[config.mk]
export PLATFORM = sky130hd
export DESIGN_NAME = data_mem_responder_flat
export DESIGN_NICKNAME = d
export VERILOG_FILES = /design/src/rtl/data_mem_responder_if.sv /design/src/rtl/data_mem_responder.sv /design/src/flat_wrapper.sv
export SDC_FILE = /design/constraint.sdc
export NUM_CORES = 2
export LEC_CHECK = 0
export ABC_AREA = 1
export CORE_UTILIZATION = 65
export CTS_CLUSTER_DIAMETER = 50
export DETAILED_ROUTE_END_ITERATION = 8
export PLACE_DENSITY = 0.84
export SETUP_SLACK_MARGIN = 0.15
export SYNTH_ARGS = -nofsm -noshare
export SYNTH_HDL_FRONTEND = slang
export SYNTH_SLANG_ARGS = --single-unit
[constraint.sdc]
create_clock -name clk -period 5.4 [get_ports clk]
set_clock_uncertainty 0.05 [all_clocks]
set_input_delay 0.81 -clock clk [delete_from_list [all_inputs] [get_ports clk]]
set_output_delay 0.81 -clock clk [all_outputs]
set_load 0.02 [all_outputs]
[src/rtl/data_mem_responder_if.sv]
// Request/response bundle between a load/store requester and the data memory responder.
interface data_mem_responder_if;
  logic        req_valid;
  logic        req_write;
  logic [63:0] req_addr;
  logic [63:0] req_wdata;
  logic        req_ready;
  logic        resp_valid;
  logic [63:0] resp_rdata;
  logic        resp_err;
  logic        stall;

  modport master (
    output req_valid, req_write, req_addr, req_wdata,
    input  req_ready, resp_valid, resp_rdata, resp_err, stall
  );

  modport slave (
    input  req_valid, req_write, req_addr, req_wdata,
    output req_ready, resp_valid, resp_rdata, resp_err, stall
  );
endinterface

[src/rtl/data_mem_responder.sv]
// Fixed-latency doubleword data memory: one access in flight, single-cycle response strobe.
//
// state | meaning
// IDLE  | ready for a new request
// WAIT  | request latched, counting down remaining latency
// RESP  | response strobe cycle; stores have committed
module data_mem_responder #(
  parameter int DEPTH   = 16,
  parameter int LATENCY = 3
) (
  input logic                 clk,
  input logic                 reset,
  data_mem_responder_if.slave bus
);

  localparam int         IDX_W    = (DEPTH > 1) ? $clog2(DEPTH) : 1;
  localparam bit         LAT_ONE  = (LATENCY == 1);
  localparam logic [3:0] CNT_LOAD = (LATENCY > 1) ? 4'(LATENCY - 2) : 4'd0;

  localparam logic [1:0] IDLE = 2'd0;
  localparam logic [1:0] WAIT = 2'd1;
  localparam logic [1:0] RESP = 2'd2;

  logic [1:0]       state;
  logic [3:0]       cnt;
  logic             wr_q;
  logic [63:0]      addr_q;
  logic [63:0]      wdata_q;
  logic [63:0]      mem [DEPTH];

  logic             accept;
  logic             enter_resp;
  logic             cur_wr;
  logic [63:0]      cur_addr;
  logic [63:0]      cur_wdata;
  logic             cur_err;
  logic [IDX_W-1:0] cur_idx;
  logic             q_err;
  logic [IDX_W-1:0] q_idx;

  function automatic logic addr_err(input logic [63:0] a);
    return (a[2:0] != 3'd0) || (a[63:3] >= 61'(DEPTH));
  endfunction

  assign accept     = bus.req_valid && (state == IDLE);
  assign enter_resp = (accept && LAT_ONE) || ((state == WAIT) && (cnt == 4'd0));

  // With LATENCY 1 the commit edge is the acceptance edge, so use the live request.
  always_comb begin
    cur_wr    = wr_q;
    cur_addr  = addr_q;
    cur_wdata = wdata_q;
    if (state == IDLE) begin
      cur_wr    = bus.req_write;
      cur_addr  = bus.req_addr;
      cur_wdata = bus.req_wdata;
    end
  end

  assign cur_err = addr_err(cur_addr);
  assign cur_idx = cur_addr[IDX_W+2:3];
  assign q_err   = addr_err(addr_q);
  assign q_idx   = addr_q[IDX_W+2:3];

  always_ff @(posedge clk) begin
    if (reset) begin
      state   <= IDLE;
      cnt     <= 4'd0;
      wr_q    <= 1'b0;
      addr_q  <= 64'd0;
      wdata_q <= 64'd0;
    end else begin
      case (state)
        IDLE: begin
          if (accept) begin
            wr_q    <= bus.req_write;
            addr_q  <= bus.req_addr;
            wdata_q <= bus.req_wdata;
            if (LAT_ONE) begin
              state <= RESP;
            end else begin
              state <= WAIT;
              cnt   <= CNT_LOAD;
            end
          end
        end
        WAIT: begin
          if (cnt == 4'd0) state <= RESP;
          else             cnt   <= cnt - 4'd1;
        end
        RESP:    state <= IDLE;
        default: state <= IDLE;
      endcase
    end
  end

  always_ff @(posedge clk) begin
    if (reset) begin
      for (int i = 0; i < DEPTH; i++) mem[i] <= 64'd0;
    end else if (enter_resp && cur_wr && !cur_err) begin
      mem[cur_idx] <= cur_wdata;
    end
  end

  assign bus.req_ready  = (state == IDLE);
  assign bus.stall      = ((state == IDLE) && bus.req_valid) || (state == WAIT);
  assign bus.resp_valid = (state == RESP);
  assign bus.resp_err   = (state == RESP) && q_err;
  assign bus.resp_rdata = ((state == RESP) && !wr_q && !q_err) ? mem[q_idx] : 64'd0;

endmodule
[src/flat_wrapper.sv]
// flat-port wrapper written by rule: the top's interface ports become plain ports
module data_mem_responder_flat 
#(
  parameter int DEPTH   = 16,
  parameter int LATENCY = 3
)
  (clk, reset, bus_req_valid, bus_req_write, bus_req_addr, bus_req_wdata, bus_req_ready, bus_resp_valid, bus_resp_rdata, bus_resp_err, bus_stall);
  data_mem_responder_if bus_i ();
  input logic clk;
  input logic reset;
  input wire logic [$bits(bus_i.req_valid)-1:0] bus_req_valid;
  input wire logic [$bits(bus_i.req_write)-1:0] bus_req_write;
  input wire logic [$bits(bus_i.req_addr)-1:0] bus_req_addr;
  input wire logic [$bits(bus_i.req_wdata)-1:0] bus_req_wdata;
  output wire logic [$bits(bus_i.req_ready)-1:0] bus_req_ready;
  output wire logic [$bits(bus_i.resp_valid)-1:0] bus_resp_valid;
  output wire logic [$bits(bus_i.resp_rdata)-1:0] bus_resp_rdata;
  output wire logic [$bits(bus_i.resp_err)-1:0] bus_resp_err;
  output wire logic [$bits(bus_i.stall)-1:0] bus_stall;
  assign bus_i.req_valid = bus_req_valid;
  assign bus_i.req_write = bus_req_write;
  assign bus_i.req_addr = bus_req_addr;
  assign bus_i.req_wdata = bus_req_wdata;
  assign bus_req_ready = bus_i.req_ready;
  assign bus_resp_valid = bus_i.resp_valid;
  assign bus_resp_rdata = bus_i.resp_rdata;
  assign bus_resp_err = bus_i.resp_err;
  assign bus_stall = bus_i.stall;
  data_mem_responder #(.DEPTH(DEPTH), .LATENCY(LATENCY)) u_core (.clk(clk), .reset(reset), .bus(bus_i));
endmodule
==> results.txt <==
Once the floorplan was initialized, standard cells occupied 65.6% of the core. The via count of the first global-routing pass is 40400. The die is 287 µm wide. Relative to the synthesized area, the layout overhead comes to 11.8%. Power spread over the standard cell area amounts to 362 mW/mm². The number of diodes added for antenna fixing is 0.

The area of all placed cells without fillers came out at 0.0589 mm². The max-capacitance violation count came out at 0. The first global-routing pass estimated 221 mm of wire. The dominant cell by count in the synthesized netlist is sky130_fd_sc_hd__nand2_1.

The class of the most critical hold timing path is register to register. The later pin in the worst-skew pair is clocked with a latency of 700 ps. The number of buffers inserted by post-CTS setup repair came out at 0.

The cell that appears most often on the critical path is sky130_fd_sc_hd__nand3_1. The number of port buffers came out at 199. On the worst path, the slowest cell contributes a delay of 660 ps. In this run the number of H-tree levels came out at 3.

The end point of the most critical hold path is u_core.wdata_q[12]$_SDFFE_PP0P_. VDD sags by at most 0.288 mV. For this run, design rule violations remaining after detail routing come to 0. The register clock-pin slew on the reported worst setup and hold paths came out at 60 ps. The synthesis warning total came out at 0. The data arrival time of the critical path came out at 3830 ps.

The total CTS buffers is 117. The final period utilization is 86.8%. The overflow left after global routing is 0.

The number of antenna violations at the first check in global routing was 0. Setup repair after global routing left no endpoint under its margin. In this run the deepest clock path goes through 3 buffers. The global-route usage over all layers is 34.9%. The final routed wire length divided by cell count came out at 21.8 µm. The via count normalized by instance count came out at 6.25. The floorplan step defined a core boundary enclosing 0.0803 mm².

The static leakage is 22.7 nW. The worst setup path is captured at an output port. The capturing point of the worst reg2reg path is u_core.mem[13][53]$_SDFFCE_PN0P_. The first-pass detailed-route iteration total is 7. Dividing the synthesized area by the synthesized cell count gives 9.57 µm². The post-cts hold buffer count is 0. At the worst endpoint, the required time is 4540 ps.

The instance area at placement is 0.0551 mm². 200 I/O pins were placed. The run finished with clean final reports.

The via count is 41500. The final setup violation count came out at 0. The critical setup path kind is register to output port. The maximum net fanout on the critical path is 85. The synthesized netlist net count came out at 5637. For the pin with the worst max-slew slack, the measured transition is 1250 ps. By count the netlist is led by 1251 x sky130_fd_sc_hd__nand2_1, 1064 x sky130_fd_sc_hd__nor2_1, 1024 x sky130_fd_sc_hd__edfxtp_1. The full die area is 0.0822 mm². The worst setup path is launched from a register. The cell sitting at the root of the clock tree is a sky130_fd_sc_hd__clkbuf_16. The max-slew violation count is 0. The cell type of the slowest stage on the worst timing path is sky130_fd_sc_hd__clkdlybuf4s50_1. The final setup TNS came out at 0 ps. The number of rows in the core area is 104. Entering global routing, the biggest net connects 203 pins. Counting every instance in the synthesized netlist gives 5504. For this run, the leading register cell type out of synthesis is sky130_fd_sc_hd__edfxtp_1. The final count of hold timing violations is 0. The worst hold path passes through 2 cells. The weighted congestion reported at the end of routability-driven placement came out at 0.846. Across all register-to-register paths, the minimum setup slack is 1370 ps. The iteration-0 DRC count of the detailed router is 6377. The layout cell share with drive strength beyond 1 came out at 10.5%. Measured against its own limit, the worst slew margin works out to 16.8%.

The routed design could run at a clock period as short as 4690 ps. The biggest area contributor in the post-synthesis netlist is sky130_fd_sc_hd__edfxtp_1. CTS saw 1163 sinks. Walking the worst path, the cells encountered are inv_8 > buf_4 > nand2_1 > nand3_1 > nand3_1 > nand3_1 > nand2_1 > nor2_1 > clkdlybuf4s50_1. In this run the vertical extent of the chip is 287 µm.

The detailed-route wire length is 145 mm. The worst hold path startpoint is u_core.wdata_q[12]$_SDFFE_PP0P_. The number of filler cells placed in the layout came out at 5171. The estimated wirelength of the detail-placed design is 79.0 mm. TritonCTS built the clock tree. In this run the remaining antenna-violating nets after routing total 0.

The sequential area share after synthesis came out at 63.7%. The number of distinct library cells after synthesis is 37. The net count of the finished layout is 5608. Based on the critical path, the design can be clocked at up to 0.213 GHz.

The share of the synthesized area in the top cell type is 58.4%. The number of gates resized after cts came out at 0. The number of flops mapped to enable cells by yosys is 1024. The synthesized flop and latch total came out at 1163. By area the synthesized netlist is led by sky130_fd_sc_hd__edfxtp_1 58%, sky130_fd_sc_hd__nand2_1 8.9%, sky130_fd_sc_hd__nand3_1 8.6%. The post-synth design cell area came out at 0.0527 mm².

The worst register-to-register path begins at u_core.state[0]$_SDFFE_PP0P_. The number of cells on the worst reg-to-reg path is 13. The async set or reset register ratio after synthesis is 0%.
## metal layers
metal | routed length [µm] | GRT usage [%]
met1 | 51200 | 45.8
met2 | 68600 | 56.1
met3 | 18700 | 7.13
met4 | 6240 | 16.2
met5 | 0 | 0
## layout by cell type, fill, tap and decap left out, types with 20 or more instances in the layout
| cell type | synthesis | routed |
|---|---|---|
| sky130_fd_sc_hd__nand2_1 | 1251 | 1234 |
| sky130_fd_sc_hd__nor2_1 | 1064 | 1064 |
| sky130_fd_sc_hd__edfxtp_1 | 1024 | 1024 |
| sky130_fd_sc_hd__nand3_1 | 901 | 895 |
| sky130_fd_sc_hd__nor2_2 | 225 | 225 |
| sky130_fd_sc_hd__clkdlybuf4s50_1 | 0 | 199 |
| sky130_fd_sc_hd__dfxtp_1 | 139 | 135 |
| sky130_fd_sc_hd__o21ai_0 | 130 | 130 |
| sky130_fd_sc_hd__clkbuf_16 | 0 | 119 |
| sky130_fd_sc_hd__inv_1 | 107 | 105 |
| sky130_fd_sc_hd__buf_4 | 2 | 92 |
| sky130_fd_sc_hd__a21oi_1 | 91 | 91 |
| sky130_fd_sc_hd__o21ai_1 | 69 | 42 |
| sky130_fd_sc_hd__o21ai_2 | 0 | 27 |
| sky130_fd_sc_hd__clkinv_1 | 1 | 26 |
| sky130_fd_sc_hd__clkbuf_1 | 285 | 25 |
| sky130_fd_sc_hd__clkinv_2 | 0 | 20 |
## critical path: cells and delay by family (launching register included)
family	cells	cell delay, ps
buffers and inverters	3	1720
DFF	1	520
and+or+nand+nor	6	800
## where the power goes
group / switching [mW] / internal (mW) / leakage, nW
sequential: 0.142 / 10.1 / 11.7
combinational: 2.31 / 0.760 / 9.11
clock: 3.48 / 4.54 / 1.83
total: 5.93 / 15.4 / 22.7
## state kept, by name, indices dropped and copies added (netlist names), named ones only
name            flops
u_core.mem       1024
u_core.wdata_q     64
u_core.cnt          4
u_core.wr_q         1
u_core.state        2
u_core.addr_q      64
## layout make-up
cell class / count / area (µm²) / area share [%]
clock buffers: 149 / 3140 / 5.33
well taps: 1060 / 1330 / 2.25
inverters: 113 / 445 / 0.756
repair buffers: 308 / 3020 / 5.13
multi-input cells: 3772 / 16800 / 28.5
clock inverters: 69 / 613 / 1.04
flip-flops and latches: 1163 / 33500 / 57.0
## worst max path at each step
| stage | slack (ps) | end | startpoint |
|---|---|---|---|
| 2_1_floorplan | 1450 | u_core.mem[4][0]$_SDFFCE_PN0P_ | reset |
| 3_3_place_gp | 1180 | u_core.mem[13][32]$_SDFFCE_PN0P_ | bus_req_addr[38] |
| 6_report | 710 | bus_resp_rdata[9] | register |
| 4_1_cts | 770 | bus_resp_rdata[62] | register |
| 3_5_place_dp | 1150 | u_core.mem[13][32]$_SDFFCE_PN0P_ | bus_req_addr[38] |
| 5_1_grt | 590 | bus_resp_rdata[62] | register |
## kinds of logic after synthesis
group,share of synthesized area (%)
compound gates,2.90
buf+inv,5.16
flops,63.7
simple gates,28.2
fa+ha+maj,0.0238
## stage by stage
stage	hold WS (ps)	setup WS [ps]	power, mW	instances	util (%)
detailed placement	394	1150	13.4	6416	68.7
floorplan	379	1450	12.3	5504	-
global route	416	594	21.9	6634	73.3
finish	402	712	21.3	6634	73.3
CTS	403	774	21.2	6634	73.3
global placement	389	1180	13.3	6416	68.7
No activity file was read; power rests on OpenSTA's default activity.
